==> src/rtl/switch_press_classifier_if.sv <==
// Bundle for the debounced switch level and the classifier's event outputs.
// master = switch source / event consumer side, slave = classifier side.
interface switch_press_classifier_if;
    logic i_Switch;
    logic o_Rise;
    logic o_Fall;
    logic o_Short;
    logic o_Long;
    logic o_Double;
    logic o_Busy;

    modport master (
        output i_Switch,
        input  o_Rise, o_Fall, o_Short, o_Long, o_Double, o_Busy
    );

    modport slave (
        input  i_Switch,
        output o_Rise, o_Fall, o_Short, o_Long, o_Double, o_Busy
    );
endinterface

==> src/rtl/switch_press_classifier.sv <==
// Classifies debounced switch presses as SHORT, LONG or DOUBLE and emits
// one-cycle registered event pulses plus raw press/release edge pulses.
module switch_press_classifier #(
    parameter int c_LONG_LIMIT = 12500000,
    parameter int c_GAP_LIMIT  = 5000000,
    parameter int c_CNT_W      = 24
) (
    input  logic                      i_Clk,
    input  logic                      i_Rst_L,
    switch_press_classifier_if.slave  sw_bus
);
    localparam logic [c_CNT_W-1:0] c_LONG_CMP = c_CNT_W'(c_LONG_LIMIT);
    localparam logic [c_CNT_W-1:0] c_GAP_CMP  = c_CNT_W'(c_GAP_LIMIT);
    localparam logic [c_CNT_W-1:0] c_CNT_MAX  = '1;
    localparam logic [c_CNT_W-1:0] c_CNT_ONE  = c_CNT_W'(1);

    typedef enum logic [1:0] {IDLE, PRESSED, GAP, WAIT_REL} state_t;

    state_t             state_reg;
    logic [c_CNT_W-1:0] count_reg;
    logic               prev_reg;
    logic               rise_reg, fall_reg, short_reg, long_reg, double_reg, busy_reg;

    logic               sw;
    logic               rise;
    logic               fall;
    logic [c_CNT_W-1:0] count_inc;

    assign sw   = sw_bus.i_Switch;
    assign rise = sw & ~prev_reg;
    assign fall = ~sw & prev_reg;
    // Counter holds at all-ones rather than wrapping back into a valid range.
    assign count_inc = (count_reg == c_CNT_MAX) ? count_reg : count_reg + c_CNT_ONE;

    always_ff @(posedge i_Clk or negedge i_Rst_L) begin
        if (!i_Rst_L) begin
            state_reg  <= IDLE;
            count_reg  <= '0;
            prev_reg   <= 1'b0;
            rise_reg   <= 1'b0;
            fall_reg   <= 1'b0;
            short_reg  <= 1'b0;
            long_reg   <= 1'b0;
            double_reg <= 1'b0;
            busy_reg   <= 1'b0;
        end else begin
            prev_reg   <= sw;
            rise_reg   <= rise;
            fall_reg   <= fall;
            short_reg  <= 1'b0;
            long_reg   <= 1'b0;
            double_reg <= 1'b0;

            case (state_reg)
                IDLE: begin
                    if (rise) begin
                        state_reg <= PRESSED;
                        count_reg <= c_CNT_ONE;
                        busy_reg  <= 1'b1;
                    end
                end
                PRESSED: begin
                    // A release checked first means release beats a simultaneous long hit.
                    if (!sw) begin
                        state_reg <= GAP;
                        count_reg <= c_CNT_ONE;
                    end else if (count_reg == c_LONG_CMP) begin
                        long_reg  <= 1'b1;
                        state_reg <= WAIT_REL;
                        count_reg <= '0;
                    end else begin
                        count_reg <= count_inc;
                    end
                end
                GAP: begin
                    if (rise) begin
                        double_reg <= 1'b1;
                        state_reg  <= WAIT_REL;
                        count_reg  <= '0;
                    end else if (count_reg == c_GAP_CMP) begin
                        short_reg <= 1'b1;
                        state_reg <= IDLE;
                        count_reg <= '0;
                        busy_reg  <= 1'b0;
                    end else begin
                        count_reg <= count_inc;
                    end
                end
                WAIT_REL: begin
                    if (!sw) begin
                        state_reg <= IDLE;
                        busy_reg  <= 1'b0;
                    end
                end
                default: begin
                    state_reg <= IDLE;
                    count_reg <= '0;
                    busy_reg  <= 1'b0;
                end
            endcase
        end
    end

    assign sw_bus.o_Rise   = rise_reg;
    assign sw_bus.o_Fall   = fall_reg;
    assign sw_bus.o_Short  = short_reg;
    assign sw_bus.o_Long   = long_reg;
    assign sw_bus.o_Double = double_reg;
    assign sw_bus.o_Busy   = busy_reg;
endmodule

==> src/flat_wrapper.sv <==
// flat-port wrapper written by rule: the top's interface ports become plain ports
module switch_press_classifier_flat 
#(
    parameter int c_LONG_LIMIT = 12500000,
    parameter int c_GAP_LIMIT  = 5000000,
    parameter int c_CNT_W      = 24
)
  (i_Clk, i_Rst_L, sw_bus_i_Switch, sw_bus_o_Rise, sw_bus_o_Fall, sw_bus_o_Short, sw_bus_o_Long, sw_bus_o_Double, sw_bus_o_Busy);
  switch_press_classifier_if sw_bus_i ();
  input  logic i_Clk;
  input  logic i_Rst_L;
  input wire logic [$bits(sw_bus_i.i_Switch)-1:0] sw_bus_i_Switch;
  output wire logic [$bits(sw_bus_i.o_Rise)-1:0] sw_bus_o_Rise;
  output wire logic [$bits(sw_bus_i.o_Fall)-1:0] sw_bus_o_Fall;
  output wire logic [$bits(sw_bus_i.o_Short)-1:0] sw_bus_o_Short;
  output wire logic [$bits(sw_bus_i.o_Long)-1:0] sw_bus_o_Long;
  output wire logic [$bits(sw_bus_i.o_Double)-1:0] sw_bus_o_Double;
  output wire logic [$bits(sw_bus_i.o_Busy)-1:0] sw_bus_o_Busy;
  assign sw_bus_i.i_Switch = sw_bus_i_Switch;
  assign sw_bus_o_Rise = sw_bus_i.o_Rise;
  assign sw_bus_o_Fall = sw_bus_i.o_Fall;
  assign sw_bus_o_Short = sw_bus_i.o_Short;
  assign sw_bus_o_Long = sw_bus_i.o_Long;
  assign sw_bus_o_Double = sw_bus_i.o_Double;
  assign sw_bus_o_Busy = sw_bus_i.o_Busy;
  switch_press_classifier #(.c_LONG_LIMIT(c_LONG_LIMIT), .c_GAP_LIMIT(c_GAP_LIMIT), .c_CNT_W(c_CNT_W)) u_core (.i_Clk(i_Clk), .i_Rst_L(i_Rst_L), .sw_bus(sw_bus_i));
endmodule
==> config.mk <==
export PLATFORM = sky130hd
export DESIGN_NAME = switch_press_classifier_flat
export DESIGN_NICKNAME = d
export VERILOG_FILES = /design/src/rtl/switch_press_classifier_if.sv /design/src/rtl/switch_press_classifier.sv /design/src/flat_wrapper.sv
export SDC_FILE = /design/constraint.sdc
export NUM_CORES = 1
export LEC_CHECK = 0
export BUFFER_PORTS_ARGS = -buffer_cell sky130_fd_sc_hd__buf_2
export CORE_MARGIN = 5
export CORE_UTILIZATION = 45
export DETAILED_ROUTE_END_ITERATION = 12
export PLACE_DENSITY = 0.64
export SYNTH_ARGS = -nofsm -noshare
export SYNTH_HDL_FRONTEND = slang
export SYNTH_SLANG_ARGS = --single-unit
==> constraint.sdc <==
create_clock -name i_Clk -period 3.1 [get_ports i_Clk]
set_input_delay 0.93 -clock i_Clk [delete_from_list [all_inputs] [get_ports i_Clk]]
set_output_delay 0.93 -clock i_Clk [all_outputs]
set_load 0.01 [all_outputs]
==> results by group <==
Status
  • Outcome: finished, final reports clean

Setup path
  • Worst R2R Path Depth: 7
  • Slowest stage cell, crit path: dfrtp_1
  • CP Launch Type: flip-flop
  • Levels on crit path: 7
  • CP startpoint: u_core.count_reg[4]
  • Crit path buffers/inverters: 1
  • End point of the critical path: u_core.count_reg[15]
  • Launch point of the worst reg-to-reg path: u_core.count_reg[4]
  • CP max stage delay: 0.45 ns
  • Family with the most delay on the worst path: compound AO/OA/AOI/OAI gates
  • WP data required: 3.25 ns
  • Arr. time, crit path: 2.52 ns
  • Sequence of cells on the critical path: nor4_2 -> nand3b_2 -> o41ai_1 -> o21ai_2 -> buf_8 -> a41oi_1 -> a31oi_1
  • R2R Path End: u_core.count_reg[15]
  • Crit path kind: reg2reg
  • Crit Path Max Fanout: 19
  • R2R setup slack: just over 0.7 ns
  • Worst setup EP type: flip-flop

Detailed routing
  • Met2 wire length: between 2 and 2.5 mm
  • Aggregate routed wire length: 4.859 mm
  • Post-DRT Antenna Nets: 0
  • DR WL/cell: roughly 16 um
  • Drt pass-1 iters: 4
  • DRC Markers: 0
  • WL met1: between 2 and 2.5 mm
  • Top sig layer: met4
  • Via density: between 6 and 7
  • Routed met3 length: ~230 um
  • Starting DRT DRC Count: between 200 and 250
  • Vias post-DR: 1,891

Global route
  • First-pass GRT wire length: just under 9 mm
  • Largest net degree at the start of global routing: 37
  • Initial antenna violation count: 0
  • Total Routing Usage GR: about 18%
  • Number of global-route vias before repair: about 1,800
  • GRT overflow: 0

Clocking
  • Root buf cell: clkbuf_8
  • H-tree depth: 2
  • CTS sink count: 33
  • Postcts setup bufs: 0
  • CTS Hold Buffers Added: 0
  • Clock-pin slew on the worst setup and hold paths: around 0.070 ns
  • Post-CTS sizing: 0
  • Skew-Pair Late Insertion Delay: around 0.29 ns
  • TritonCTS clock tree: done
  • CTS Buf Count: 5
  • Max clock buf depth: 2

Power and ir drop
  • Total power: around 1.5 mW
  • Lkg Pwr: between 0.9 and 1 nW
  • Pwr/cell area: around 650 nW/um^2
  • Max VDD drop: approximately 0.32 mV

Synthesis
  • Commonest cells in the netlist: dfrtp_1 (33), nand2_1 (29), a21oi_1 (17), a31oi_1 (16), nand3_1 (16)
  • Top-count cell post-synth: dfrtp_1
  • Seq/Total Area, Yosys: between 30% and 40%
  • Mapped Cells: between 200 and 250
  • Register bit total from synthesis: 33
  • Syn nets: roughly 260
  • Mapped cell area: about 2100 sq um
  • Synth Flop Type: dfrtp_1
  • Netlist cell types: 46
  • Syn_area_per_cell: a little under 9 sq um
  • Post-synth ARST share: 100.0%
  • EDFF count, synth: 0
  • Synth top area cells: dfrtp_1 (39%), nand2_1 (5.1%), a31oi_1 (4.7%)
  • Synth area leader: dfrtp_1
  • Top-area cell type share of the netlist area: roughly 39%
  • Syn. warnings: 0

Layout
  • ANT cells: 0
  • Fraction of layout cells with a size suffix above 1: between 10% and 20%
  • Nets@finish: 260
  • Layout fillers: ~430
  • Fin cells: a little over 300
  • Number of flip-flops in the largest register: 24
  • P&R area growth vs syn: 7.155%
  • Final core utilization: about 49%

Run
  • Max Cap Viol: 0

Floorplanning
  • Starting density of the core: 45.77%
  • Die area: 6217 sq um
  • Die W: between 70 and 80 um
  • Die Ht: around 79 um
  • Core area: about 4700 sq um
  • IO Count: 9
  • Cell row count: 25

STA
  • RSZ-0062 raised after global routing: no
  • Max_slew headroom: roughly half
  • Setup tns final: 0 ns
  • Fin. Hold Viols: 0
  • Fin crit period: ~2.4 ns
  • FMAX: 421.4 MHz
  • Worst Tran Pin Value: 0.7620 ns
  • Fin crit share: 76.54%
  • Fin Clk Skew: 0.008273 ns
  • Slew Limit Fails: 0
  • Setup Viol. Count Final: 0

Place
  • Final HPWL DP: 3.408 mm
  • GP Congestion: between 0.8 and 0.9
  • I/O Buffers: 8
  • Placed insts: between 200 and 300

Min path
  • Min-delay worst type: reg2reg
  • Critical hold path startpoint: u_core.count_reg[19]
  • Worst Hold Path Cells: 1
==> metal layers <==
metal  vias to the layer above  track usage, %
met5                         -               0
met4                         0           5.670
met3                         8           3.741
met2                        46           26.91
met1                       898           25.72
li1                        939               -
==> kinds of logic (layout without fill, tap and decap cells) <==
logic type | after synthesis | count (layout) | synth area share, %
buf+inv | 24 | 30 | 5.279
compound gates | 78 | 78 | 24.11
simple gates | 105 | 105 | 28.39
fa+ha+maj | 6 | 6 | 3.519
flops | 33 | 33 | 38.71
==> report_power, final <==
group	internal (mW)	total, mW	switching, mW
clock	0.156	0.317	0.162
combinational	0.234	0.665	0.431
sequential	0.467	0.497	0.0304
total	0.856	1.48	0.623
==> placed cells by master (no fill, tap or decap), types with 3 or more instances in the layout <==
master,Yosys,final
a21oi_1,17,17
a31oi_1,16,16
a41oi_1,4,4
and2_1,4,4
and3_1,5,5
and4_1,5,5
buf_2,6,8
buf_4,0,3
clkbuf_8,0,5
dfrtp_1,33,33
ha_1,6,6
inv_1,10,10
nand2_1,29,29
nand2b_1,3,3
nand3_1,16,16
nand4_1,8,8
nor2_1,11,11
nor3_1,7,7
nor4b_1,3,3
o21a_1,5,5
o21ai_0,5,5
o21ai_1,11,11
o22ai_1,3,3
o31ai_1,5,5
==> through the flow <==
| stage | cell area [sq um] | worst slack (ns) | hold WS (ns) |
|---|---|---|---|
| finish | 2286 | 0.7271 | 0.5215 |
| floorplan | 2133 | 0.9366 | 0.4572 |
| global placement | 2188 | 0.3379 | 0.5103 |
| detailed placement | 2188 | 0.2669 | 0.5067 |
| CTS | 2271 | 0.5085 | 0.5177 |
| global route | 2286 | 0.5375 | 0.5401 |
==> worst min-delay path by stage <==
stage	endpoint	slack (ns)
floorplan	u_core.count_reg[19]	0.46
global placement	u_core.count_reg[19]	0.51
detailed placement	u_core.sw_bus.o_Busy	0.51
CTS	u_core.count_reg[19]	0.52
global route	u_core.count_reg[19]	0.54
finish	u_core.count_reg[19]	0.52
==> cell type report <==
class | instances | area (sq um) | area share (%)
Clock inverter | 2 | 10.01 | 0.4379
Multi-Input combinational cell | 189 | 1195 | 52.27
Timing Repair Buffer | 12 | 77.57 | 3.394
Inverter | 10 | 37.54 | 1.642
Clock buffer | 6 | 72.57 | 3.175
Sequential cell | 33 | 825.8 | 36.12
Tap cell | 54 | 67.56 | 2.956
Note: power is estimated with default switching activity, not from simulation.
